==> config.mk <==
export PLATFORM = sky130hd
export DESIGN_NAME = reg_wr_post_fifo_flat
export DESIGN_NICKNAME = d
export VERILOG_FILES = /design/src/rtl/reg_wr_post_fifo_if.sv /design/src/rtl/reg_wr_post_fifo.sv /design/src/flat_wrapper.sv
export SDC_FILE = /design/constraint.sdc
export NUM_CORES = 1
export LEC_CHECK = 0
export CAP_MARGIN = 20
export CORE_ASPECT_RATIO = 2
export CORE_MARGIN = 4
export CORE_UTILIZATION = 35
export DETAILED_ROUTE_END_ITERATION = 7
export PLACE_DENSITY = 0.57
export SLEW_MARGIN = 40
export SYNTH_ARGS = -nofsm -noshare
export SYNTH_HDL_FRONTEND = slang
export SYNTH_SLANG_ARGS = --single-unit
==> constraint.sdc <==
create_clock -name i_clk -period 4.34 [get_ports i_clk]
set_clock_uncertainty 0.05 [all_clocks]
set_input_delay 0.868 -clock i_clk [delete_from_list [all_inputs] [get_ports i_clk]]
set_output_delay 0.868 -clock i_clk [all_outputs]
set_load 0.05 [all_outputs]
==> src/rtl/reg_wr_post_fifo_if.sv <==
// Register write channel: one addressed, bit-masked write per cycle with write high.
interface reg_wrchan_if #(
  parameter int unsigned K_AWIDTH = 16,
  parameter int unsigned K_DWIDTH = 8
);
  logic [K_AWIDTH-1:0] addr;
  logic [K_DWIDTH-1:0] data;
  logic [K_DWIDTH-1:0] bmask;
  logic                write;

  modport master (output addr, output data, output bmask, output write);
  modport slave  (input addr, input data, input bmask, input write);
endinterface

==> src/rtl/reg_wr_post_fifo.sv <==
// Posted-write FIFO in front of the register bank: queues bus writes, optionally merges
// same-address writes into the tail entry, and replays them as single-cycle write pulses.
module reg_wr_post_fifo #(
  parameter int unsigned K_DWIDTH = 8,
  parameter int unsigned K_AWIDTH = 16,
  parameter int unsigned K_DEPTH  = 4,
  parameter int unsigned K_GAP    = 0,
  parameter int unsigned K_MERGE  = 1
) (
  input  logic                      i_clk,
  input  logic                      i_rst_n,
  input  logic                      i_valid,
  output logic                      o_ready,
  input  logic [K_AWIDTH-1:0]       i_addr,
  input  logic [K_DWIDTH-1:0]       i_data,
  input  logic [K_DWIDTH-1:0]       i_bmask,
  input  logic                      i_hold,
  reg_wrchan_if.master              o_wrchan,
  output logic [$clog2(K_DEPTH):0]  o_count,
  output logic                      o_busy
);

  localparam int unsigned PW = $clog2(K_DEPTH);
  localparam int unsigned CW = PW + 1;
  localparam int unsigned GW = (K_GAP > 0) ? $clog2(K_GAP + 1) : 1;

  logic [K_AWIDTH-1:0] mem_addr  [K_DEPTH];
  logic [K_DWIDTH-1:0] mem_data  [K_DEPTH];
  logic [K_DWIDTH-1:0] mem_bmask [K_DEPTH];

  logic [PW-1:0]       wr_ptr;
  logic [PW-1:0]       rd_ptr;
  logic [PW-1:0]       tail_ptr;
  logic [CW-1:0]       count;
  logic [CW-1:0]       count_nxt;
  logic [GW-1:0]       gap_cnt;

  logic                accept;
  logic                pop;
  logic                tail_pop;
  logic                merge;
  logic                push;
  logic                busy_nxt;
  logic [K_DWIDTH-1:0] merge_data;
  logic [K_DWIDTH-1:0] merge_bmask;

  logic [K_AWIDTH-1:0] wr_addr_q;
  logic [K_DWIDTH-1:0] wr_data_q;
  logic [K_DWIDTH-1:0] wr_bmask_q;
  logic                wr_write_q;
  logic                busy_q;

  // Handshake, pop eligibility and merge/push decision
  always_comb begin
    o_ready     = 1'b0;
    accept      = 1'b0;
    pop         = 1'b0;
    tail_pop    = 1'b0;
    merge       = 1'b0;
    push        = 1'b0;
    count_nxt   = count;
    busy_nxt    = 1'b0;
    tail_ptr    = wr_ptr - PW'(1);
    merge_data  = (mem_data[tail_ptr] & ~i_bmask) | (i_data & i_bmask);
    merge_bmask = mem_bmask[tail_ptr] | i_bmask;

    o_ready  = (count < CW'(K_DEPTH));
    accept   = i_valid && o_ready;
    pop      = (count != '0) && !i_hold && (gap_cnt == '0);
    // Head and tail are the same entry when only one is held; it cannot absorb a merge.
    tail_pop = pop && (count == CW'(1));
    merge    = (K_MERGE != 0) && accept && (i_bmask != '0) && (count != '0) &&
               (i_addr == mem_addr[tail_ptr]) && !tail_pop;
    push     = accept && (i_bmask != '0) && !merge;

    case ({push, pop})
      2'b10:   count_nxt = count + CW'(1);
      2'b01:   count_nxt = count - CW'(1);
      default: count_nxt = count;
    endcase
    busy_nxt = (count_nxt != '0) || pop;
  end

  // Control state and registered write channel
  always_ff @(posedge i_clk or negedge i_rst_n) begin
    if (!i_rst_n) begin
      wr_ptr     <= '0;
      rd_ptr     <= '0;
      count      <= '0;
      gap_cnt    <= '0;
      wr_addr_q  <= '0;
      wr_data_q  <= '0;
      wr_bmask_q <= '0;
      wr_write_q <= 1'b0;
      busy_q     <= 1'b0;
    end else begin
      count      <= count_nxt;
      busy_q     <= busy_nxt;
      wr_write_q <= pop;
      if (push) wr_ptr <= wr_ptr + PW'(1);
      if (pop) begin
        rd_ptr     <= rd_ptr + PW'(1);
        wr_addr_q  <= mem_addr[rd_ptr];
        wr_data_q  <= mem_data[rd_ptr];
        wr_bmask_q <= mem_bmask[rd_ptr];
        gap_cnt    <= GW'(K_GAP);
      end else if (gap_cnt != '0) begin
        gap_cnt <= gap_cnt - GW'(1);
      end
    end
  end

  // Entry storage; stale contents are never read because count gates every access
  always_ff @(posedge i_clk) begin
    if (push) begin
      mem_addr[wr_ptr]  <= i_addr;
      mem_data[wr_ptr]  <= i_data;
      mem_bmask[wr_ptr] <= i_bmask;
    end else if (merge) begin
      mem_data[tail_ptr]  <= merge_data;
      mem_bmask[tail_ptr] <= merge_bmask;
    end
  end

  assign o_wrchan.addr  = wr_addr_q;
  assign o_wrchan.data  = wr_data_q;
  assign o_wrchan.bmask = wr_bmask_q;
  assign o_wrchan.write = wr_write_q;
  assign o_count        = count;
  assign o_busy         = busy_q;

endmodule

==> src/flat_wrapper.sv <==
// flat-port wrapper written by rule: the top's interface ports become plain ports
module reg_wr_post_fifo_flat 
#(
  parameter int unsigned K_DWIDTH = 8,
  parameter int unsigned K_AWIDTH = 16,
  parameter int unsigned K_DEPTH  = 4,
  parameter int unsigned K_GAP    = 0,
  parameter int unsigned K_MERGE  = 1
)
  (i_clk, i_rst_n, i_valid, o_ready, i_addr, i_data, i_bmask, i_hold, o_count, o_busy, o_wrchan_addr, o_wrchan_data, o_wrchan_bmask, o_wrchan_write);
  reg_wrchan_if #(.K_AWIDTH(K_AWIDTH), .K_DWIDTH(K_DWIDTH)) o_wrchan_i ();
  input  logic i_clk;
  input  logic i_rst_n;
  input  logic i_valid;
  output logic o_ready;
  input  logic [K_AWIDTH-1:0] i_addr;
  input  logic [K_DWIDTH-1:0] i_data;
  input  logic [K_DWIDTH-1:0] i_bmask;
  input  logic i_hold;
  output logic [$clog2(K_DEPTH):0] o_count;
  output logic o_busy;
  output wire logic [$bits(o_wrchan_i.addr)-1:0] o_wrchan_addr;
  output wire logic [$bits(o_wrchan_i.data)-1:0] o_wrchan_data;
  output wire logic [$bits(o_wrchan_i.bmask)-1:0] o_wrchan_bmask;
  output wire logic [$bits(o_wrchan_i.write)-1:0] o_wrchan_write;
  assign o_wrchan_addr = o_wrchan_i.addr;
  assign o_wrchan_data = o_wrchan_i.data;
  assign o_wrchan_bmask = o_wrchan_i.bmask;
  assign o_wrchan_write = o_wrchan_i.write;
  reg_wr_post_fifo #(.K_DWIDTH(K_DWIDTH), .K_AWIDTH(K_AWIDTH), .K_DEPTH(K_DEPTH), .K_GAP(K_GAP), .K_MERGE(K_MERGE)) u_core (.i_clk(i_clk), .i_rst_n(i_rst_n), .i_valid(i_valid), .o_ready(o_ready), .i_addr(i_addr), .i_data(i_data), .i_bmask(i_bmask), .i_hold(i_hold), .o_wrchan(o_wrchan_i), .o_count(o_count), .o_busy(o_busy));
endmodule
# Word-level counts from Yosys, hierarchy flattened
# Memory sizes are Yosys's and may differ from the RTL's. A register that Yosys moved wholly into a read port is not among the register bits.
# Index checks and enable logic that the tools add are counted.
[totals]
in_bits = 36
regBits = 10
ramBits = 128
memories = 3
[memory_table]
columns = ["memory", "depth", "word_bits", "rd", "rd_clocked_by_memory_dff", "wr", "line_no", "source"]
rows = [
  ["u_core.mem_addr", 4, 16, 2, 1, 1, "reg_wr_post_fifo.sv:27", "logic [K_AWIDTH-1:0] mem_addr [K_DEPTH];"],
  ["u_core.mem_bmask", 4, 8, 2, 1, 1, "reg_wr_post_fifo.sv:29", "logic [K_DWIDTH-1:0] mem_bmask [K_DEPTH];"],
  ["u_core.mem_data", 4, 8, 2, 1, 1, "reg_wr_post_fifo.sv:28", "logic [K_DWIDTH-1:0] mem_data [K_DEPTH];"],
]
[op_classes]
n_reduce_logical = 21
eq_ne = 4
n_mux = 14
magnitude_cmp = 1
n_addsub = 6
bitwise = 6
[op_table]
columns = ["operator", "count"]
rows = [
  ["8-bit AND", 2],
  ["16-bit == test", 1],
  ["8-bit 2-to-1 mux", 2],
  ["8-bit bitwise OR", 2],
  ["8-bit OR reduction", 2],
  ["1-bit logical AND", 9],
  ["1-bit 2-to-1 mux", 9],
  ["8-bit NOT", 1],
  ["8-bit nonzero test", 1],
  ["1-bit zero test", 6],
  ["3-bit case mux with 2 select lines", 1],
  ["3-bit nonzero test", 2],
  ["2-bit by 1-bit adder with 2-bit output (second input constant)", 2],
  ["2-bit 2-to-1 mux", 2],
  ["3-bit by 1-bit adder with 3-bit output (second input constant)", 1],
  ["3-bit by 1-bit == test with 1-bit output (second input constant)", 1],
  ["3-bit less-than comparator (second input constant)", 1],
  ["3-bit by 1-bit subtractor with 3-bit output (second input constant)", 1],
  ["2-bit by 1-bit == test with 1-bit output (second input constant)", 1],
  ["2-bit == test (second input constant)", 1],
  ["2-bit by 1-bit subtractor with 2-bit output (second input constant)", 1],
  ["1-bit logical OR", 1],
  ["1-bit NOT", 1],
  ["1-bit subtractor (second input constant)", 1],
]

# Logic depth before layout (Yosys ltp)
[depth]
ltp_word = 12
mapped_depth = 17

# Least setup slack after synthesis
# OpenSTA, ideal clock, no wires.
[synth_path]
path_kind = "register -> register"
from = "register u_core.wr_ptr[0]"
to = "register u_core.busy_q (netlist: u_core.o_busy)"
required_time_ns = 4.151
slack_ns = 0.326
n_path_buf = 4
synth_period_minus_slack_ns = 4.014
setup_ns = 0.139
arrival_time_ns = 3.826
stages_incl_launch_ff = 17
cell_sequence = "dfrtp_1 -> buf_6 -> inv_2 -> ha_1 -> buf_2 -> buf_2 -> mux4_2 -> xor2_1 -> or3_4 -> or3_1 -> buf_6 -> and2_1 -> ha_1 -> a22o_1 -> a21oi_1 -> a31oi_1 -> or4_1"
[synth_via]
elab_chain_len = 11
word_cells_on_any_way = 12
classes_between = "add/sub (1); eq/ne (3); mux (1); reduce/logical (6); memory (1)"
[synth_lines]
columns = ["item", "line_no", "source"]
rows = [
  ["from (decl)", "reg_wr_post_fifo.sv:31", "logic [PW-1:0] wr_ptr;"],
  ["from (signal assigned)", "reg_wr_post_fifo.sv:100", "if (push) wr_ptr <= wr_ptr + PW'(1);"],
  ["2-bit by 1-bit subtractor with 2-bit output *", "reg_wr_post_fifo.sv:63", "tail_ptr = wr_ptr - PW'(1);"],
  ["named net u_core.tail_ptr[0]", "reg_wr_post_fifo.sv:33", "logic [PW-1:0] tail_ptr;"],
  ["memory 4 x 16 bit *", "n/a", ""],
  ["16-bit == test *", "reg_wr_post_fifo.sv:73", "(i_addr == mem_addr[tail_ptr]) && !tail_pop;"],
  ["1-bit logical AND *", "reg_wr_post_fifo.sv:72", "merge = (K_MERGE != 0) && accept && (i_bmask != '0) && (count != '0) &&"],
  ["1-bit logical AND *", "reg_wr_post_fifo.sv:73", ""],
  ["1-bit zero test *", "reg_wr_post_fifo.sv:74", "push = accept && (i_bmask != '0) && !merge;"],
  ["1-bit logical AND *", "reg_wr_post_fifo.sv:74", ""],
  ["named net u_core.push", "reg_wr_post_fifo.sv:42", "logic push;"],
  ["2-bit by 1-bit == test with 1-bit output or 2-bit == test (tied branches)", "reg_wr_post_fifo.sv:76", "case ({push, pop})"],
  ["3-bit case mux with 2 select lines *", "reg_wr_post_fifo.sv:76", ""],
  ["named net u_core.count_nxt[2]", "reg_wr_post_fifo.sv:35", "logic [CW-1:0] count_nxt;"],
  ["3-bit nonzero test *", "reg_wr_post_fifo.sv:81", "busy_nxt = (count_nxt != '0) || pop;"],
  ["1-bit logical OR *", "reg_wr_post_fifo.sv:81", ""],
  ["named net u_core.busy_nxt", "reg_wr_post_fifo.sv:43", "logic busy_nxt;"],
  ["to (signal assigned)", "reg_wr_post_fifo.sv:98", "busy_q <= busy_nxt;"],
  ["to (decl)", "reg_wr_post_fifo.sv:51", "logic busy_q;"],
]
# The timed path passes the listed nets; every way through them passes the cells marked *.
# A chain may end at the register's enable or synchronous reset.

# Final worst setup path
[layout_path]
from = "register u_core.wr_ptr[1]"
to = "register u_core.busy_q (netlist: u_core.o_busy)"
[layout_via]
elab_chain_len = 11
word_cells_on_any_way = 12
classes_between = "add/sub (1); eq/ne (3); mux (1); reduce/logical (6); memory (1)"
[layout_lines]
columns = ["item", "line_no"]
rows = [
  ["2-bit by 1-bit subtractor with 2-bit output *", "reg_wr_post_fifo.sv:63"],
  ["memory 4 x 16 bit *", "n/a"],
  ["16-bit == test *", "reg_wr_post_fifo.sv:73"],
  ["1-bit logical AND *", "reg_wr_post_fifo.sv:72"],
  ["1-bit logical AND *", "reg_wr_post_fifo.sv:73"],
  ["1-bit zero test *", "reg_wr_post_fifo.sv:74"],
  ["1-bit logical AND *", "reg_wr_post_fifo.sv:74"],
  ["2-bit by 1-bit == test with 1-bit output or 2-bit == test (tied branches)", "reg_wr_post_fifo.sv:76"],
  ["3-bit case mux with 2 select lines *", "reg_wr_post_fifo.sv:76"],
  ["named net u_core.count_nxt[0]", "reg_wr_post_fifo.sv:35"],
  ["3-bit nonzero test *", "reg_wr_post_fifo.sv:81"],
  ["1-bit logical OR *", "reg_wr_post_fifo.sv:81"],
  ["named net u_core.busy_nxt", "reg_wr_post_fifo.sv:43"],
]
# Marks and branches as above.

==> metrics.cfg <==
[clock_network]
post_cts_resize_count = 0
insertion_delay_ps = 440
tritoncts = yes
cts-htree-levels = 4
cts_root_buffer = clkbuf_16
cts.reportedPaths.clkPinSlew_ps = 60
ctsHoldBuffers = 0
cts_buffers = 17
clk_path_buf_depth = 2
post-cts-setup-buffer-count = 0
clock-sinks = 169

[die]
floorplan.io_pins = 74
core_area_um2 = 22100
row_count = 77
dieWidth_um = 114
fp.dieH_um = 219
start_util = 0.354
area_of_the_die_um2 = 24900

[global_routing]
grt_pass1_vias = 4813
first_pass_grt_wire_length_um = 28700
global_route.usage.total = 0.159
global_route.overflow_total = 0
grt_start_max_net_pins = 37
antenna_violations_before_repair = 0

[placed_design]
port_buffers = 73
detailed_place.area_um2 = 8940
pre_cts_ws_ps = 174
place_hpwl_um = 12700
routabilityCongestion = 0.818

[critical_path]
required_ps = 4590
cp_max_fo = 12
crit_arrival_ps = 4380
critical_path.top_delay_family = simple AND/OR/NAND/NOR gates
end_kind = flop
timing.setup.critical_path_class = reg2reg
cp_cell_sequence = inv_1 > ha_2 > mux4_2 > xor2_1 > nor4_4 > nand3_1 > or3_1 > buf_4 > nand2_1 > ha_1 > inv_1 > o21ai_0 > or4_1
worstSetupStartpointType = flop
worst_path_max_delay_cell = ha_2
critPathBufInv = 3
worst_path_largest_cell_delay_ps = 640
crit_top_cell = inv_1

[logic_synthesis]
yosys-top-cells-area = edfxtp_1 49%, mux4_2 17%, dfrtp_1 13%
synth_enable_flop_cells = 128
synth_top_cell_area_share = 0.492
synth_async_sr_flop_share = 0.243
ys_top_cells_by_count = 128 x edfxtp_1, 58 x mux4_2, 41 x dfrtp_1, 33 x mux2_2, 16 x mux2i_1
synthDistinctLibCells = 47
mappedNetlistArea_um2 = 7820
synth_most_common_cell = edfxtp_1
synth_sequential_area_ratio = 0.623
synth-seq-cells = 169
synthesized_netlist_net_count = 476
synthFlopType = edfxtp_1
syn_avg_cell_area_um2 = 18.2
synthesis.instances = 430
synth.largest_area_cell = edfxtp_1
ys.warnings.count = 0

[timing]
rsz_0062_raised_after_global_routing = no
layout_min_cycle_time_ps = 4120
fin_tns_setup_ps = 0
hold_violations = 0
min_period_over_period = 0.950
finalSetupViolCount = 0
fmaxAchievable_mhz = 242
transition_at_the_pin_with_the_smallest_max_transition_slack_ps = 676
final.hold.worst_slack_ps = 409
max_slew_violation_total_from_the_final_report = 0
final.setup.worst_slack_ps = 216
max_slew_margin = 0.549

[layout]
postLayoutCellArea_um2 = 9530
fillCellCount = 1928
layout-area-overhead-vs-synth_pct = 21.8
finalNetCount = 561
final_layout_size_suffix_gt1_frac = 0.307
antenna-diode-count = 0
finalCoreUtilization = 0.432

[route]
detail_route.drc_violations = 0
route.detailed.vias_per_inst = 5.39
router_iterations_before_antenna_repair = 4
antenna_left = 0
routedWlPerCell_um = 23.3
route.vias.total = 4337
detail_route.wirelength_um = 18700
drt_iter0_markers = 184

[hold_path]
hold_path_class = in2async

[pwr]
power.leakage_nw = 3.31
peak_supply_drop_uv = 310
power.density_cell_area_nw_per_um2 = 763

[job]
drv_cap = 0

[outcome]
status = completed

## logic make-up (layout without fill, tap and decap cells)
family,Yosys count,in the layout,share of synthesized area
buf+inv,36,134,0.0211
xor+xnor,17,17,0.0190
compound gates,33,33,0.0296
fa+ha+maj,10,10,0.0160
mux,116,116,0.248
flops,169,169,0.623
simple gates,49,49,0.0434
## metal layers
| layer | GRT usage | vias up | routed length [µm] |
|---|---|---|---|
| li1 | - | 1911 | - |
| met1 | 0.169 | 2308 | 6730 |
| met2 | 0.300 | 94 | 11000 |
| met3 | 0.0317 | 24 | 607 |
| met4 | 0.0654 | 0 | 414 |
| met5 | 0 | - | 0 |
## power breakdown
part           leakage [nW]  total (mW)  switching (mW)  internal (mW)
registers              1.65        2.47           0.294           2.17
logic                  1.38        3.30            1.83           1.47
clock network         0.283        1.50           0.611          0.893
## cell type report
cell class                      instances  area (µm²)  share of cell area
Multi-Input combinational cell        225        2800               0.294
Clock inverter                         15         159              0.0167
Inverter                               10        37.5             0.00394
Timing Repair Buffer                   92         881              0.0925
Sequential cell                       169        4870               0.512
Clock buffer                           17         425              0.0447
Tap cell                              276         345              0.0363
## flip-flops by register name, summed over array words and instances, names as in the netlist, 2 cells and up
name,cells
u_core.o_wrchan.data,8
u_core.mem_bmask,32
u_core.o_wrchan.addr,16
u_core.mem_addr,64
u_core.rd_ptr,2
u_core.wr_ptr,2
u_core.mem_data,32
u_core.o_count,3
u_core.o_wrchan.bmask,8
## path summary, 6_finish.rpt
check                                                          from                                  end  slack (ps)  cells after the start
worst max-delay path                   u_core.wr_ptr[1]$_DFFE_PN0P_              u_core.o_busy$_DFF_PN0_         220                     13
worst min-delay path                                        i_rst_n  u_core.o_wrchan.data[0]$_DFFE_PN0P_         410                      1
worst max register to register         u_core.wr_ptr[1]$_DFFE_PN0P_              u_core.o_busy$_DFF_PN0_         220                     13
worst min register to register  u_core.o_wrchan.data[4]$_DFFE_PN0P_  u_core.o_wrchan.data[4]$_DFFE_PN0P_         460                      1
max in group asynchronous                                   i_rst_n  u_core.o_wrchan.addr[5]$_DFFE_PN0P_        3070                      2
min in group i_clk              u_core.o_wrchan.data[4]$_DFFE_PN0P_  u_core.o_wrchan.data[4]$_DFFE_PN0P_         460                      1
## per-stage QoR
step                power, mW  cells
floorplan                4.79    430
finish                   7.27    804
global route             7.63    804
CTS                      7.39    804
global placement         5.82    772
detailed placement       5.86    772
## layout by cell type (no fill, tap or decap), types with 2 or more instances in the layout
cell and count:
xnor2_1 4, mux4_2 58, or4_1 2, mux2i_1 16, buf_4 18, bufinv_16 3, a21o_1 8, edfxtp_1 128
nand2b_1 3, dfrtp_1 39, clkinvlp_4 3, inv_1 9, xor2_1 13, and3_2 4, nor4_1 4, mux2_2 33
o221ai_1 3, clkinv_2 6, clkbuf_16 17, clkdlybuf4s50_1 72, nor2b_1 2, o21ai_0 3, clkinv_1 2, mux2_1 9
nand3_1 6, nor4_2 7, a21oi_1 8, ha_1 9, nand2_1 11
## worst reg2reg max path: cells and delay by family (launching register included)
| family | cells | cell delay (ps) |
|---|---|---|
| AO/OA/AOI/OAI | 1 | 120 |
| XOR/XNOR | 1 | 190 |
| flip-flops | 1 | 410 |
| AND/OR/NAND/NOR | 5 | 1520 |
| multiplexers | 1 | 380 |
| adder cells (fa/ha/maj) | 2 | 890 |
| buffers and inverters | 3 | 430 |
(Power assumes the default switching activity.)
